[config.mk]
export PLATFORM = sky130hd
export DESIGN_NAME = clock_edge_monitor
export DESIGN_NICKNAME = d
export VERILOG_FILES = /design/src/rtl/clock_mon_pkg.sv /design/src/rtl/sync_edge.sv /design/src/rtl/clock_edge_monitor.sv
export SDC_FILE = /design/constraint.sdc
export NUM_CORES = 1
export LEC_CHECK = 0
export CAP_MARGIN = 40
export CORE_UTILIZATION = 50
export CTS_BUF_LIST = sky130_fd_sc_hd__clkbuf_8 sky130_fd_sc_hd__clkbuf_16
export DETAILED_ROUTE_END_ITERATION = 12
export PLACE_DENSITY = 0.8
export SETUP_SLACK_MARGIN = 0.02
export SLEW_MARGIN = 15
export SYNTH_ARGS = -nofsm -noshare
export SYNTH_HDL_FRONTEND = slang
export SYNTH_SLANG_ARGS = --single-unit
[constraint.sdc]
create_clock -name clock -period 4.49 [get_ports clock]
set_input_delay 0.449 -clock clock [delete_from_list [all_inputs] [get_ports clock]]
set_output_delay 0.449 -clock clock [all_outputs]
set_load 0.01 [all_outputs]
[src/rtl/clock_mon_pkg.sv]
// Shared types and constants for the clock edge monitor.
package clock_mon_pkg;

  // Measurement FSM states; encodings are fixed and shared with other blocks.
  typedef enum logic [1:0] {
    IDLE  = 2'd0,
    FIRST = 2'd1,
    TRACK = 2'd2,
    STALL = 2'd3
  } state_t;

  // Consecutive matching periods (after the reference) needed to declare lock.
  localparam int unsigned MATCH_W      = 2;
  localparam logic [MATCH_W-1:0] LOCK_MATCHES = 2'd2;

endpackage : clock_mon_pkg

[src/rtl/sync_edge.sv]
// Two-flop synchronizer plus history flop with rise/fall edge detection.
module sync_edge (
  input  logic clock,
  input  logic reset,
  input  logic async_in,
  output logic rise,
  output logic fall
);

  logic       sync1;
  logic       sync2;
  logic       sync3;
  logic [2:0] primed;

  // Synchronizer chain; primed tracks which stages hold post-reset samples so
  // a level already high at reset release is not mistaken for a rising edge.
  always_ff @(posedge clock or negedge reset) begin
    if (!reset) begin
      sync1  <= 1'b0;
      sync2  <= 1'b0;
      sync3  <= 1'b0;
      primed <= 3'b000;
    end else begin
      sync1  <= async_in;
      sync2  <= sync1;
      sync3  <= sync2;
      primed <= {primed[1:0], 1'b1};
    end
  end

  assign rise = primed[2] &  sync2 & ~sync3;
  assign fall = primed[2] & ~sync2 &  sync3;

endmodule : sync_edge

[src/rtl/clock_edge_monitor.sv]
// Measures the rising-to-rising period of a slow asynchronous signal, flags
// lock after repeated matching periods and a sticky timeout on edge loss.
module clock_edge_monitor
  import clock_mon_pkg::*;
#(
  parameter int unsigned CNT_WIDTH = 20,
  parameter int unsigned TOLERANCE = 2
) (
  input  logic                 clock,
  input  logic                 reset,
  input  logic                 slow_clock,
  input  logic                 clear,
  output logic                 tick,
  output logic                 tick_fall,
  output logic [CNT_WIDTH-1:0] period,
  output logic                 period_valid,
  output logic                 locked,
  output logic                 timeout
);

  localparam int unsigned DW = CNT_WIDTH + 1;
  localparam logic [CNT_WIDTH-1:0] CNT_MAX = '1;

  logic                 rise;
  logic                 fall;
  state_t               state_q, state_d;
  logic [CNT_WIDTH-1:0] counter_q, counter_d;
  logic [MATCH_W-1:0]   match_q, match_d;
  logic [CNT_WIDTH-1:0] period_d;
  logic                 period_valid_d;
  logic                 locked_d;
  logic                 timeout_d;
  logic [DW-1:0]        diff_c;
  logic                 within_tol_c;
  logic [MATCH_W-1:0]   match_inc_c;

  sync_edge u_sync_edge (
    .clock    (clock),
    .reset    (reset),
    .async_in (slow_clock),
    .rise     (rise),
    .fall     (fall)
  );

  // Unsigned magnitude of new vs previous period, one bit wider so it never wraps.
  always_comb begin
    if (counter_q >= period) diff_c = {1'b0, counter_q} - {1'b0, period};
    else                     diff_c = {1'b0, period} - {1'b0, counter_q};
    within_tol_c = (diff_c <= DW'(TOLERANCE));
    match_inc_c  = (match_q == LOCK_MATCHES) ? LOCK_MATCHES : match_q + MATCH_W'(1);
  end

  // State and measurement registers.
  always_ff @(posedge clock or negedge reset) begin
    if (!reset) begin
      state_q      <= IDLE;
      counter_q    <= '0;
      match_q      <= '0;
      period       <= '0;
      period_valid <= 1'b0;
      locked       <= 1'b0;
      timeout      <= 1'b0;
      tick         <= 1'b0;
      tick_fall    <= 1'b0;
    end else begin
      state_q      <= state_d;
      counter_q    <= counter_d;
      match_q      <= match_d;
      period       <= period_d;
      period_valid <= period_valid_d;
      locked       <= locked_d;
      timeout      <= timeout_d;
      tick         <= rise;
      tick_fall    <= fall;
    end
  end

  // Next-state and measurement update; clear overrides any coincident edge.
  always_comb begin
    state_d        = state_q;
    counter_d      = counter_q;
    match_d        = match_q;
    period_d       = period;
    period_valid_d = 1'b0;
    locked_d       = locked;
    timeout_d      = timeout;

    if (clear) begin
      state_d   = IDLE;
      counter_d = '0;
      match_d   = '0;
      period_d  = '0;
      locked_d  = 1'b0;
      timeout_d = 1'b0;
    end else begin
      case (state_q)
        IDLE: begin
          counter_d = '0;
          if (rise) begin
            state_d   = FIRST;
            counter_d = CNT_WIDTH'(1);
          end
        end
        FIRST, TRACK: begin
          if (rise) begin
            state_d        = TRACK;
            period_d       = counter_q;
            period_valid_d = 1'b1;
            counter_d      = CNT_WIDTH'(1);
            if (state_q == FIRST) begin
              match_d = '0;
            end else if (within_tol_c) begin
              match_d  = match_inc_c;
              locked_d = (match_inc_c == LOCK_MATCHES);
            end else begin
              match_d  = '0;
              locked_d = 1'b0;
            end
          end else if (counter_q == CNT_MAX) begin
            state_d   = STALL;
            timeout_d = 1'b1;
            locked_d  = 1'b0;
            match_d   = '0;
          end else begin
            counter_d = counter_q + CNT_WIDTH'(1);
          end
        end
        STALL: begin
          if (rise) begin
            state_d   = FIRST;
            counter_d = CNT_WIDTH'(1);
          end
        end
        default: state_d = IDLE;
      endcase
    end
  end

endmodule : clock_edge_monitor

## After elaboration in Yosys (flattened, before gate mapping)

Cells that the tools add are included.

| word-level totals | value |
|---|---|
| bits in registers | 55 |
| bits in latches | 0 |
| bits in writable memories | 0 |
| ROM bits | 0 |
| input bits | 4 |
| output and inout port bits | 25 |
| word-level logic and storage cells | 85 |
| memories | 0 |

| operators by class | value |
|---|---|
| add/sub/neg operators | 4 |
| multiply operators | 0 |
| div/mod/pow operators | 0 |
| $lt $le $gt $ge | 2 |
| equality and inequality tests | 12 |
| shift operators | 0 |
| muxes and demuxes | 35 |
| bitwise gates (word level) | 6 |
| reductions and logical operators | 13 |

Operators by type and width:

| kind | number |
|---|---|
| 20-bit 2-to-1 mux | 7 |
| 20-bit case mux with 3 select lines | 1 |
| 20-bit by 20-bit subtractor with 21-bit output | 2 |
| 2-bit 2-to-1 mux | 11 |
| 21-bit by 2-bit less-or-equal comparator with 1-bit output, second input constant | 1 |
| 21-bit 2-to-1 mux | 1 |
| 20-bit by 1-bit adder with 20-bit output, second input constant | 1 |
| 20-bit == test, second input constant | 1 |
| 20-bit >= comparator | 1 |
| 1-bit 2-to-1 mux | 14 |
| 2-bit == test, second input constant | 4 |
| 4-bit inequality test, second input constant | 2 |
| 2-bit AND reduction | 4 |
| 3-bit inequality test, second input constant | 2 |
| 3-bit AND reduction | 2 |
| 2-bit nonzero test | 3 |
| 1-bit bitwise AND | 4 |
| 2-bit case mux with 2 select lines | 1 |
| 2-bit OR reduction | 2 |
| 3-bit by 1-bit inequality test with 1-bit output, second input constant | 1 |
| 3-bit nonzero test | 1 |
| 2-bit by 1-bit adder with 2-bit output, second input constant | 1 |
| 2-bit by 1-bit == test with 1-bit output, second input constant | 1 |
| 2-bit zero test | 1 |
| 2 further kinds | 3 |

## Logic depth before layout (Yosys ltp)

Gate-level depths: netlist of the first run.

| logic depth | value |
|---|---|
| depth after elaboration | 8 |
| mapped depth | 15 |
| mapped depth without buffers | 14 |

## Cells and area by module

Synthesis of the first run repeated with hierarchy kept, for this count alone.

| unflattened totals | value |
|---|---|
| cells, all modules | 549 |
| area total of the unflattened synthesis | 4620.7 sq um |

Modules (own cells, without submodules):

| module | times used | cells an instance | area each (sq um) | sequential area each (sq um) |
|---|---|---|---|---|
| clock_edge_monitor | 1 | 540 | 4449.3 | 1226.2 |
| sync_edge | 1 | 9 | 171.4 | 150.1 |

## Least setup slack after synthesis of the first run

No wires, ideal clock.

| path | value |
|---|---|
| path type | flip-flop to flip-flop |
| start point | register counter_q[0] |
| end point | register locked |
| library setup time | 0.078 ns |
| arrival time | 3.104 ns |
| required time | 4.412 ns |
| path slack | 1.308 ns |
| stages on the path, launching flop included | 15 |
| path buffers | 0 |
| period minus slack after synthesis | 3.182 ns |
| cells stage by stage | dfrtp_1 > inv_1 > ha_1 > inv_1 > fa_1 > a21o_1 > a221o_1 > a21oi_2 > o221ai_2 > a311o_1 > mux2i_1 > xnor2_1 > nor4_1 > and4_1 > o2bb2ai_1 |

| on the way | value |
|---|---|
| longest elaborated chain between the ends | 8 |
| elaborated cells between the ends (all ways) | 13 |
| classes of those cells | add/sub: 2; order compare: 2; eq/ne: 1; mux: 6; reduce/logical: 2 |

RTL lines:

| what | RTL line | RTL |
|---|---|---|
| start: declaration | clock_edge_monitor.sv:27 | `logic [CNT_WIDTH-1:0] counter_q, counter_d;` |
| start signal: assignment | clock_edge_monitor.sv:67 | `counter_q <= counter_d;` |
| 20-bit by 20-bit subtractor with 21-bit output (tied with other cells) | clock_edge_monitor.sv:48 | `else diff_c = {1'b0, period} - {1'b0, counter_q};` |
| 21-bit 2-to-1 mux | clock_edge_monitor.sv:47 | `if (counter_q >= period) diff_c = {1'b0, counter_q} - {1'b0, period};` |
| 21-bit by 2-bit less-or-equal comparator with 1-bit output | clock_edge_monitor.sv:49 | `within_tol_c = (diff_c <= DW'(TOLERANCE));` |
| 1-bit 2-to-1 mux | clock_edge_monitor.sv:112 | `end else if (within_tol_c) begin` |
| 1-bit 2-to-1 mux | clock_edge_monitor.sv:110 | `if (state_q == FIRST) begin` |
| 1-bit 2-to-1 mux | clock_edge_monitor.sv:105 | `if (rise) begin` |
| 1-bit 2-to-1 mux | clock_edge_monitor.sv:96 | `case (state_q)` |
| 1-bit 2-to-1 mux | clock_edge_monitor.sv:88 | `if (clear) begin` |
| end signal: assignment | clock_edge_monitor.sv:71 | `locked <= locked_d;` |
| end: declaration | clock_edge_monitor.sv:17 | `output logic locked,` |

Several ways; a longest one is shown, not always the timed one. The select of a mux whose other input is x is not followed.
A chain may end at the register's enable or synchronous reset.

## Worst setup path after layout of the first run

| path | value |
|---|---|
| start point | register counter_q[6] |
| end point | register match_q[0] |

| on the way | value |
|---|---|
| longest elaborated chain between the ends | 8 |
| elaborated cells between the ends (all ways) | 13 |
| classes of those cells | add/sub: 2; order compare: 2; eq/ne: 1; mux: 6; reduce/logical: 2 |

RTL lines:

| what | RTL line | RTL |
|---|---|---|
| 20-bit by 20-bit subtractor with 21-bit output (tied with other cells) | clock_edge_monitor.sv:48 |  |
| 21-bit 2-to-1 mux | clock_edge_monitor.sv:47 |  |
| 21-bit by 2-bit less-or-equal comparator with 1-bit output | clock_edge_monitor.sv:49 |  |
| 2-bit 2-to-1 mux | clock_edge_monitor.sv:112 |  |
| 2-bit 2-to-1 mux | clock_edge_monitor.sv:110 |  |
| 2-bit 2-to-1 mux | clock_edge_monitor.sv:105 |  |
| 2-bit 2-to-1 mux | clock_edge_monitor.sv:96 |  |
| 2-bit 2-to-1 mux | clock_edge_monitor.sv:88 |  |
| end signal: assignment | clock_edge_monitor.sv:68 | `match_q <= match_d;` |
| end: declaration | clock_edge_monitor.sv:28 | `logic [MATCH_W-1:0] match_q, match_d;` |

Several ways; a longest one is shown, not always the timed one. The select of a mux whose other input is x is not followed.

==> results of run 1 <==
-- cell usage in the layout (no fill, tap or decap), drive strengths merged, types with 6 or more instances in the layout --
master,count
nor4,7
and3,7
nor2b,8
a22o,22
dfrtp,55
nor2,34
buf,9
inv,57
ha,45
xnor2,12
nand3,14
clkdlybuf4s50,27
nand4,14
a31oi,8
o21ai,53
mux2i,7
xor2,12
a21oi,54
nor3,13
nand2,40
a21o,6
-- sequential cells by signal, summed over array words and instances, names as in the netlist --
signal              flops
state_q                 2
locked                  1
u_sync_edge.primed      3
tick                    1
tick_fall               1
u_sync_edge.sync1       1
period                 20
timeout                 1
period_valid            1
counter_q              20
u_sync_edge.sync2       1
match_q                 2
u_sync_edge.sync3       1
-- cell type report --
class                           count  area (um^2)
Multi-Input combinational cell    423         2880
Inverter                           55          206
Clock buffer                        5         68.8
Clock inverter                      3         27.5
Fill cell                         796         3770
Sequential cell                    55         1380
Timing Repair Buffer               36          343
Tap cell                          108          135
-- kinds of logic (layout without fill, tap and decap cells) --
kind of cell | Yosys count | after routing | synth area share (%)
xor+xnor | 24 | 24 | 4.58
buf+inv | 85 | 99 | 7.49
compound gates | 185 | 185 | 25.8
fa+ha+maj | 47 | 47 | 13.1
flops | 55 | 55 | 30.0
mux | 7 | 7 | 1.53
simple gates | 159 | 159 | 17.4
other cells | 1 | 1 | 0.0816
-- path summary, 6_finish.rpt --
check / from / endpoint / slack (ns) / cells after the start
setup / recovery: counter_q[6] / match_q[0] / 0.57 / 11
hold / removal: reset / match_q[1] / 0.24 / 2
setup reg to reg: counter_q[6] / match_q[0] / 0.57 / 11
hold reg to reg: u_sync_edge.primed[1] / u_sync_edge.primed[2] / 0.36 / 0
max in group asynchronous: reset / counter_q[17] / 3.76 / 2
min in group clock: u_sync_edge.primed[1] / u_sync_edge.primed[2] / 0.36 / 0
-- power groups by stage --
| stage | registers, uW | clock network [uW] | logic (uW) |
|---|---|---|---|
| final | 503 | 307 | 62.6 |
| after global routing | 503 | 333 | 69.2 |
| after CTS | 503 | 315 | 62.9 |
| after detailed placement | 512 | 0 | 62.6 |
| after global placement | 512 | 0 | 61.4 |
| after floorplan | 513 | 0 | 32.2 |
-- per-stage QoR --
step / hold slack [ns] / total power (uW)
after global placement: 0.333 / 573
after detailed placement: 0.335 / 575
after CTS: 0.273 / 881
after global routing: 0.316 / 905
final: 0.239 / 872
after floorplan: 0.153 / 545
-- metal layers --
metal / vias up / GRT usage (%) / share of wire, %
met5: - / 0 / 0
met3: 15 / 3.44 / 6.5
li1: 2043 / - / -
met2: 163 / 43.6 / 46
met1: 2081 / 38.8 / 46
met4: 0 / 8.74 / 1.9
==> metrics.yaml, run 1 <==
first_pass_iters: 5
die_h_um: 97.9
p_sw_uw: 235
fin_util_pct: 57.2
clkLatencyLatePin_ns: 0.33
pin_count: 29
maxSlewHeadroom_pct: 50.2
initial_core_util_pct: 52.2
tightest_slew_ns: 0.747
synth_edf_count: 0
clockRootBuffer: "clkbuf_8"
yosys-top-cells-count: "dfrtp_1 (55), inv_1 (55), a21oi_1 (53)"
die-area_um2: 9580
seq_area_frac_synth_pct: 30.0
path_buf_inv: 0
antenna_cells: 0
syn_area_um2: 4590
synthTopCellsByArea: "dfrtp_1 (30%), ha_1 (12%), a21oi_1 (5.8%), o21ai_0 (5.7%), inv_1 (4.5%)"
netSwitchingFraction_pct: 26.9
ys_ff_latch: 55
path_class: "reg2reg"
slowest_stage: "and2_1"
gp_congestion: 0.949
syn2layout_area_growth_pct: 9.61
rsz0062_at_grt: "no"
antenna_left: 0
power.density_nw_per_um2: 173
path_clk_slew_ns: 0.12
worstPathRequired_ns: 4.76
skew_ns: 0.0150
cts_sinks: 55
synth_area_leader_cell: "dfrtp_1"
num_rows: 34
p_clk_share_pct: 35.2
wl_per_cell_um: 18.6
antenna_found_initial: 0
cts_setup_buffers: 0
grt_pass1_vias: 4129
crit_chain: "ha_1, a21oi_1, o211ai_1, a31o_2, o2111ai_1, and2_1, mux2i_1, xor2_1, nand4_1, nor4_1, a22o_1"
syn_area_per_cell_um2: 8.16
post_cts_resized: 0
p_int_uw: 638
outcome: "complete, no violations"
fmax_ghz: 0.255
critPathMaxStageDelay_ns: 0.67
vdd_drop_max_v: 0.000125
p_leak_uw: 0.00221
ys_types: 56
cap_violations: 0
cts_buffers: 5
die_w_um: 97.9
finalHoldViolations: 0
track_usage_pct: 27.4
dp.cells: 677
hp-class: "in2async"
drt-total-wl_mm: 12.7
avgViaCountPerCell: 6.28
clockBufferDepth: 2
synth_top_area_share_pct: 30.0
cts_hold_buf: 0
placedInstanceArea_um2: 4940
crit_family: "compound AO/OA/AOI/OAI gates"
grt_pass1_wl_mm: 21.0
fin_cells: 685
route.detailed.drc: 0
vias: 4302
final_nets: 627
yosys_warnings: 0
seq_power_share_pct: 57.6
fin_crit_sh_pct: 87.4
dp_hpwl_mm: 9.82
syn_inst: 563
grt_max_degree: 56
cp.arrival_ns: 4.19
synth_ff_type: "dfrtp_1"
numPortBuffers: 28
combPwrFrac_pct: 7.2
drive_above_1_share_pct: 5.03
stdcell_area_um2: 5040
crit_path_end_kind: "flop"
tns_ns: 0
synth_nets: 614
cp_max_fo: 20
setup.worst_path.start_class: "flop"
pre_cts_slack_ns: 0.635
coreArea_um2: 8810
setup_viol: 0
period_needed_ns: 3.92
htreeDepth: 2
grt_overflow: 0
async_reset_ff_share_pct: 100
drtIter0Drc: 421
cts_tree: "built"
drv_slew: 0
final.setup.worst_slack_ns: 0.566
Note: power is estimated with default switching activity, not from simulation.
==> run 2, diff against run 1 <==
- ABC_AREA: unset -> 1
- PLACE_DENSITY: 0.8 -> 0.79
==> run 2 against run 1 <==
Clock skew down 0.011 ns. Synthesized cell count increased by 53%. Combinational power rose to 4.9 times the previous value. Via count increased by 26%. Flip-flop and latch count stayed put.
==> metrics.yaml, run 2 <==
fin_cells: 1024  # +49%
stdcell_area_um2: 5870  # +16%
grt_max_degree: 56  # unchanged
vdd_drop_max_v: 0.000249  # +99%
grtUsageMet1_pct: 35.1  # -3.7 points
die_h_um: 105  # +7.7%
crit_path_end_kind: "flop"
drtIter0Drc: 370  # -12%
yosysMostFrequentCell: "nand2_1"
clockRootBuffer: "clkbuf_8"
final_nets: 938  # +50%
wl_per_cell_um: 14.2  # -23%
hold_ws_ns: 0.230  # -0.00845 ns
largestRegisters: "counter_q: 20 flops, period: 20 flops, u_sync_edge.primed: 3 flops"
fillers: 1005  # +26%
coreArea_um2: 10300  # +17%
finalHoldViolations: 0  # unchanged
numPortBuffers: 28  # unchanged
cts_tree: "built"
syn_area_per_cell_um2: 6.22  # -24%
grt_overflow: 0  # unchanged
path_class: "reg2reg"
setup_viol: 0  # unchanged
setup.worst_path.start_class: "flop"
layout_commonest_cell: "nand2_1"
avgViaCountPerCell: 5.31  # -15%
synth_nets: 910  # +48%
placedInstanceArea_um2: 5750  # +16%
yosys-top-cells-count: "nand2_1 (286), inv_1 (163), nand3_1 (61)"
synth_ff_type: "dfrtp_1"
async_reset_ff_share_pct: 100  # unchanged
cts_setup_buffers: 0  # unchanged
tightest_slew_ns: 0.832  # +0.0857 ns
cp_max_fo: 6  # -70%
cts_hold_buf: 0  # unchanged
p_leak_uw: 0.00325  # +47%
ys_ff_latch: 55  # unchanged
final_cell_mix: "nand2_1 (286), inv_1 (163), nand3_1 (61)"
rsz0062_at_grt: "no"
cp.arrival_ns: 3.22  # -0.97 ns
skew_ns: 0.00382  # -0.0111 ns
synth_area_leader_cell: "dfrtp_1"
fmax_ghz: 0.338  # +33%
worstPathRequired_ns: 4.75  # about the same
initial_core_util_pct: 51.7  # -0.43 points
drv_slew: 0  # unchanged
yosys_warnings: 0  # unchanged
antenna_left: 0  # unchanged
use_met3_pct: 3.83  # +0.40 points
hp-class: "in2async"
htreeDepth: 2  # unchanged
power.total_uw: 1170  # +34%
syn2layout_area_growth_pct: 9.84
tns_ns: 0  # unchanged
outcome: "complete, no violations"
synth_edf_count: 0  # unchanged
syn_area_um2: 5340  # +16%
first_pass_iters: 6  # +1
synth_top_area_share_pct: 25.8  # -4.2 points
cap_violations: 0  # unchanged
drive_above_1_share_pct: 6.19  # +1.2 points
track_usage_pct: 27.7  # +0.27 points
clockBufferDepth: 2  # unchanged
synthTopCellsByArea: "dfrtp_1 (26%), nand2_1 (20%), inv_1 (11%), ha_1 (11%), nand3_1 (5.7%)"
grt_pass1_wl_mm: 24.2  # +15%
cts_sinks: 55  # unchanged
pin_count: 29  # unchanged
die_w_um: 105  # +7.7%
maxSlewHeadroom_pct: 44.4  # -5.8 points
cts_buffers: 5  # unchanged
route.detailed.drc: 0  # unchanged
dp.cells: 1016  # +50%
drt-total-wl_mm: 14.6  # +14%
ys_types: 42  # -25%
antenna_cells: 0  # unchanged
met2_usage_pct: 46.6  # +3.0 points
path_clk_slew_ns: 0.09  # -0.03 ns
gp_congestion: 1.05  # +11%
fin_crit_sh_pct: 65.9  # -22 points
syn_inst: 859  # +53%
dp_hpwl_mm: 12.1  # +23%
post_cts_resized: 0  # unchanged
vias: 5437  # +26%
num_rows: 37  # +8.8%
seq_area_frac_synth_pct: 25.8  # -4.2 points
antenna_found_initial: 0  # unchanged
clkLatencyLatePin_ns: 0.32  # about the same
power.density_nw_per_um2: 199  # +15%
top_usage_layer: "met2"
grt_pass1_vias: 5139  # +24%
die-area_um2: 11100  # +16%
period_needed_ns: 2.96  # -0.965 ns
[run 2: report_power, final]
group	internal (uW)	switching (uW)	total [uW]	leakage (uW)
clock	181	163	343	0.0000612
combinational	101	207	309	0.00244
sequential	506	7.61	513	0.000748
[run 2: kinds of logic (layout without fill, tap and decap cells)]
kind of cell,after synthesis,after routing,share of synthesized area (%)
xor+xnor,6,6,0.984
other cells,1,1,0.0702
buf+inv,180,209,13.0
compound gates,107,107,11.2
flops,55,55,25.8
simple gates,463,463,37.7
fa+ha+maj,47,47,11.3
[run 2: critical path, cell delays in order (launching register included)]
cell and delay (ns):
dfrtp_1 0.41, inv_1 0.08, ha_1 0.40, nand2_1 0.18
inv_1 0.15, nand2_1 0.06, o21ai_0 0.42, nand2_1 0.14
nand2_1 0.09, nand2_1 0.04, nand2_1 0.06, nand2_1 0.04
nand2_1 0.06, nand3_1 0.08, nor2_1 0.13, nand3_1 0.11
nor2_2 0.20, nand2_2 0.10, o21ai_2 0.12
[run 2: path summary, 6_finish.rpt]
kind                                    from                 to  slack, ns  cells after the start
setup / recovery                   period[6]         match_q[1]       1.53                     18
hold / removal                         reset      counter_q[16]       0.23                      2
setup reg to reg                   period[6]         match_q[1]       1.53                     18
hold reg to reg            u_sync_edge.sync1  u_sync_edge.sync2       0.36                      0
max in group asynchronous              reset          period[4]       3.77                      2
min in group clock         u_sync_edge.sync1  u_sync_edge.sync2       0.36                      0
[run 2: metal layers]
metal,up-vias,wire [um]
met5,-,0
met4,0,561
met3,40,1070
met2,191,6710
met1,2473,6240
li1,2733,-
[run 2: cell type report]
type                       instances  area (um^2)  share of cell area (%)
clock buffer                       6         82.6                    1.41
clock inverter                     2         35.0                   0.597
inverter                         171          642                    10.9
multi-input combinational        624         3270                    55.7
sequential                        55         1380                    23.5
tap                              136          170                    2.90
timing repair buffer              30          290                    4.95
[run 2: through the flow]
stage | setup slack [ns] | util [%]
after floorplan | 2.10 | -
after global placement | 1.53 | 55.7
after detailed placement | 1.58 | 55.7
after CTS | 1.54 | 56.8
after global routing | 1.31 | 56.8
final | 1.53 | 56.8
==> run 3, diff against run 2 <==
- clock period: 4.49 -> 2.9 ns (I/O delays scaled with it)
==> run 3 against run 2 <==
Cell count rose by 4.1%. Via count rose by 3.6%. Core utilization rose by 5.2 points. Clock skew rose by 0.0021 ns. Largest cell class unchanged. Die area did not move. Combinational power rose by 78%. Sequential power rose by 55%. Largest power group unchanged. Power rose by 55%. Non-clock buffer count rose by 41. Flip-flop and latch count did not move.
==> metrics.yaml, run 3 (same netlist as run 2, synthesis figures left out) <==
outcome: "complete, no violations"
antenna_cells: 0  # unchanged
clockRootBuffer: "clkbuf_8"
drive_above_1_share_pct: 13.7  # +7.5 points
fmax_ghz: 0.368  # +8.8%
htreeDepth: 2  # unchanged
pin_count: 29  # unchanged
final_nets: 980  # +4.5%
finalHoldViolations: 0  # unchanged
antenna_left: 0  # unchanged
route.detailed.drc: 0  # unchanged
vdd_drop_max_v: 0.000424  # +71%
avgViaCountPerCell: 5.29  # -0.46%
p_leak_uw: 0.00346  # +6.3%
grt_overflow: 0  # unchanged
dp_hpwl_mm: 12.3  # +2.1%
wl_met3_um: 869  # -19%
drv_slew: 0  # unchanged
num_rows: 37  # unchanged
power.density_nw_per_um2: 282  # +42%
die_w_um: 105  # unchanged
setup.worst_path.start_class: "flop"
first_pass_iters: 6  # unchanged
grt_max_degree: 23  # -59%
clkLatencyLatePin_ns: 0.32  # about the same
vias: 5634  # +3.6%
initial_core_util_pct: 51.7  # unchanged
final_cell_mix: "nand2_1 (284), inv_1 (163), nand3_1 (60)"
crit_family: "simple AND/OR/NAND/NOR gates"
die-area_um2: 11100  # unchanged
skew_ns: 0.00589  # +0.00207 ns
clockBufferDepth: 2  # unchanged
crit_path_end_kind: "flop"
antenna_found_initial: 0  # unchanged
period_needed_ns: 2.72  # -0.238 ns
crit_chain: "inv_1, ha_2, nand2_2, nor2_4, inv_2, nor3_4, nand2_4, nand2_8, buf_4, nand3_1, nand2_1, nand3_1, nor2_2, nand3_2, nor2_4, nand2_2, a21oi_2"
rsz0062_at_grt: "yes"
worstPathRequired_ns: 3.16  # -1.59 ns
tightest_slew_ns: 0.821  # -0.0116 ns
slowest_stage: "dfrtp_1"
cts_sinks: 55  # unchanged
cp.arrival_ns: 2.98  # -0.24 ns
drtIter0Drc: 393  # +6.2%
top_layer_used: "met4"
path_class: "reg2reg"
path_clk_slew_ns: 0.11  # +0.02 ns
track_usage_pct: 27.8  # +0.11 points
hold_ws_ns: 0.363  # +0.133 ns
wl_per_cell_um: 14.2  # -0.47%
gp_congestion: 0.999  # -4.8%
hp-class: "reg2reg"
critPathMaxStageDelay_ns: 0.40  # -0.02 ns
cts_buffers: 5  # unchanged
die_h_um: 105  # unchanged
fin_crit_sh_pct: 93.8  # +28 points
maxSlewHeadroom_pct: 45.2  # +0.78 points
numPortBuffers: 28  # unchanged
wl_met1_mm: 6.65  # +6.6%
coreArea_um2: 10300  # unchanged
cts_tree: "built"
tns_ns: 0  # unchanged
cp_max_fo: 14  # +8
wl_met2_mm: 7.14  # +6.4%
grt_pass1_vias: 5250  # +2.2%
cap_violations: 0  # unchanged
largestRegisters: "counter_q: 20 flops, period: 20 flops, u_sync_edge.primed: 3 flops"
path_buf_inv: 3  # +1
fin_util_pct: 62.0  # +5.2 points
syn2layout_area_growth_pct: 19.8
layout_commonest_cell: "nand2_1"
setup_viol: 0  # unchanged
grt_pass1_wl_mm: 24.5  # +0.97%
drt-total-wl_mm: 15.1  # +3.6%
[run 3: changes by cell type in the layout (fill, tap and decap cells not counted), moves of 4 or more]
cell / before / now
a21oi_1: 53 / 48
a21oi_2: 3 / 8
buf_4: 2 / 41
ha_1: 45 / 29
ha_2: 0 / 5
ha_4: 0 / 11
nor2_1: 60 / 56
[run 3: timing repair]
| action | CTS | global route |
|---|---|---|
| resized for setup | 0 | 47 |
| endpoints found under the setup margin | 0 | 7 |
| setup buffers | 0 | 6 |
| endpoints found under the hold margin | 20 | 0 |
| hold buffers | 1 | 0 |
[run 3: final timing paths]
check	start	to	slack, ns	depth (start not counted)
min in group asynchronous	reset	counter_q[19]	0.44	2
hold reg to reg	u_sync_edge.primed[1]	u_sync_edge.primed[2]	0.36	0
setup / recovery	period[16]	locked	0.18	17
hold / removal	u_sync_edge.primed[1]	u_sync_edge.primed[2]	0.36	0
max in group asynchronous	reset	period[1]	1.82	3
setup reg to reg	period[16]	locked	0.18	17
[run 3: area by class of cell]
type                    count  area [um^2]
fillers                   945         3920
multi-input cells         625         3500
flip-flops and latches     55         1380
inverters                 171          644
repair buffers             71          613
well taps                 136          170
clock buffers               5         68.8
clock inverters             3         26.3
[run 3: per-stage QoR]
step / worst slack (ns) / instance area [um^2] / instances / power (uW)
detailed placement: 0.0583 / 6020 / 1050 / 1320
CTS: 0.0207 / 6120 / 1059 / 1770
global placement: 0.0584 / 6020 / 1050 / 1310
floorplan: 0.508 / 5340 / 859 / 1140
global route: 0.00180 / 6400 / 1066 / 1910
finish: 0.180 / 6400 / 1066 / 1810
[run 3: per-layer routing]
metal	global-route usage, %	up-vias
met3	3.77	34
met5	0	-
li1	-	2827
met4	10.7	0
met1	35.3	2582
met2	47.8	191
[run 3: power breakdown]
| part | internal, uW | leakage, uW | total, uW | switching, uW |
|---|---|---|---|---|
| combinational | 200 | 0.00266 | 551 | 351 |
| sequential | 784 | 0.000745 | 795 | 11.7 |
| clock | 178 | 0.0000491 | 460 | 281 |
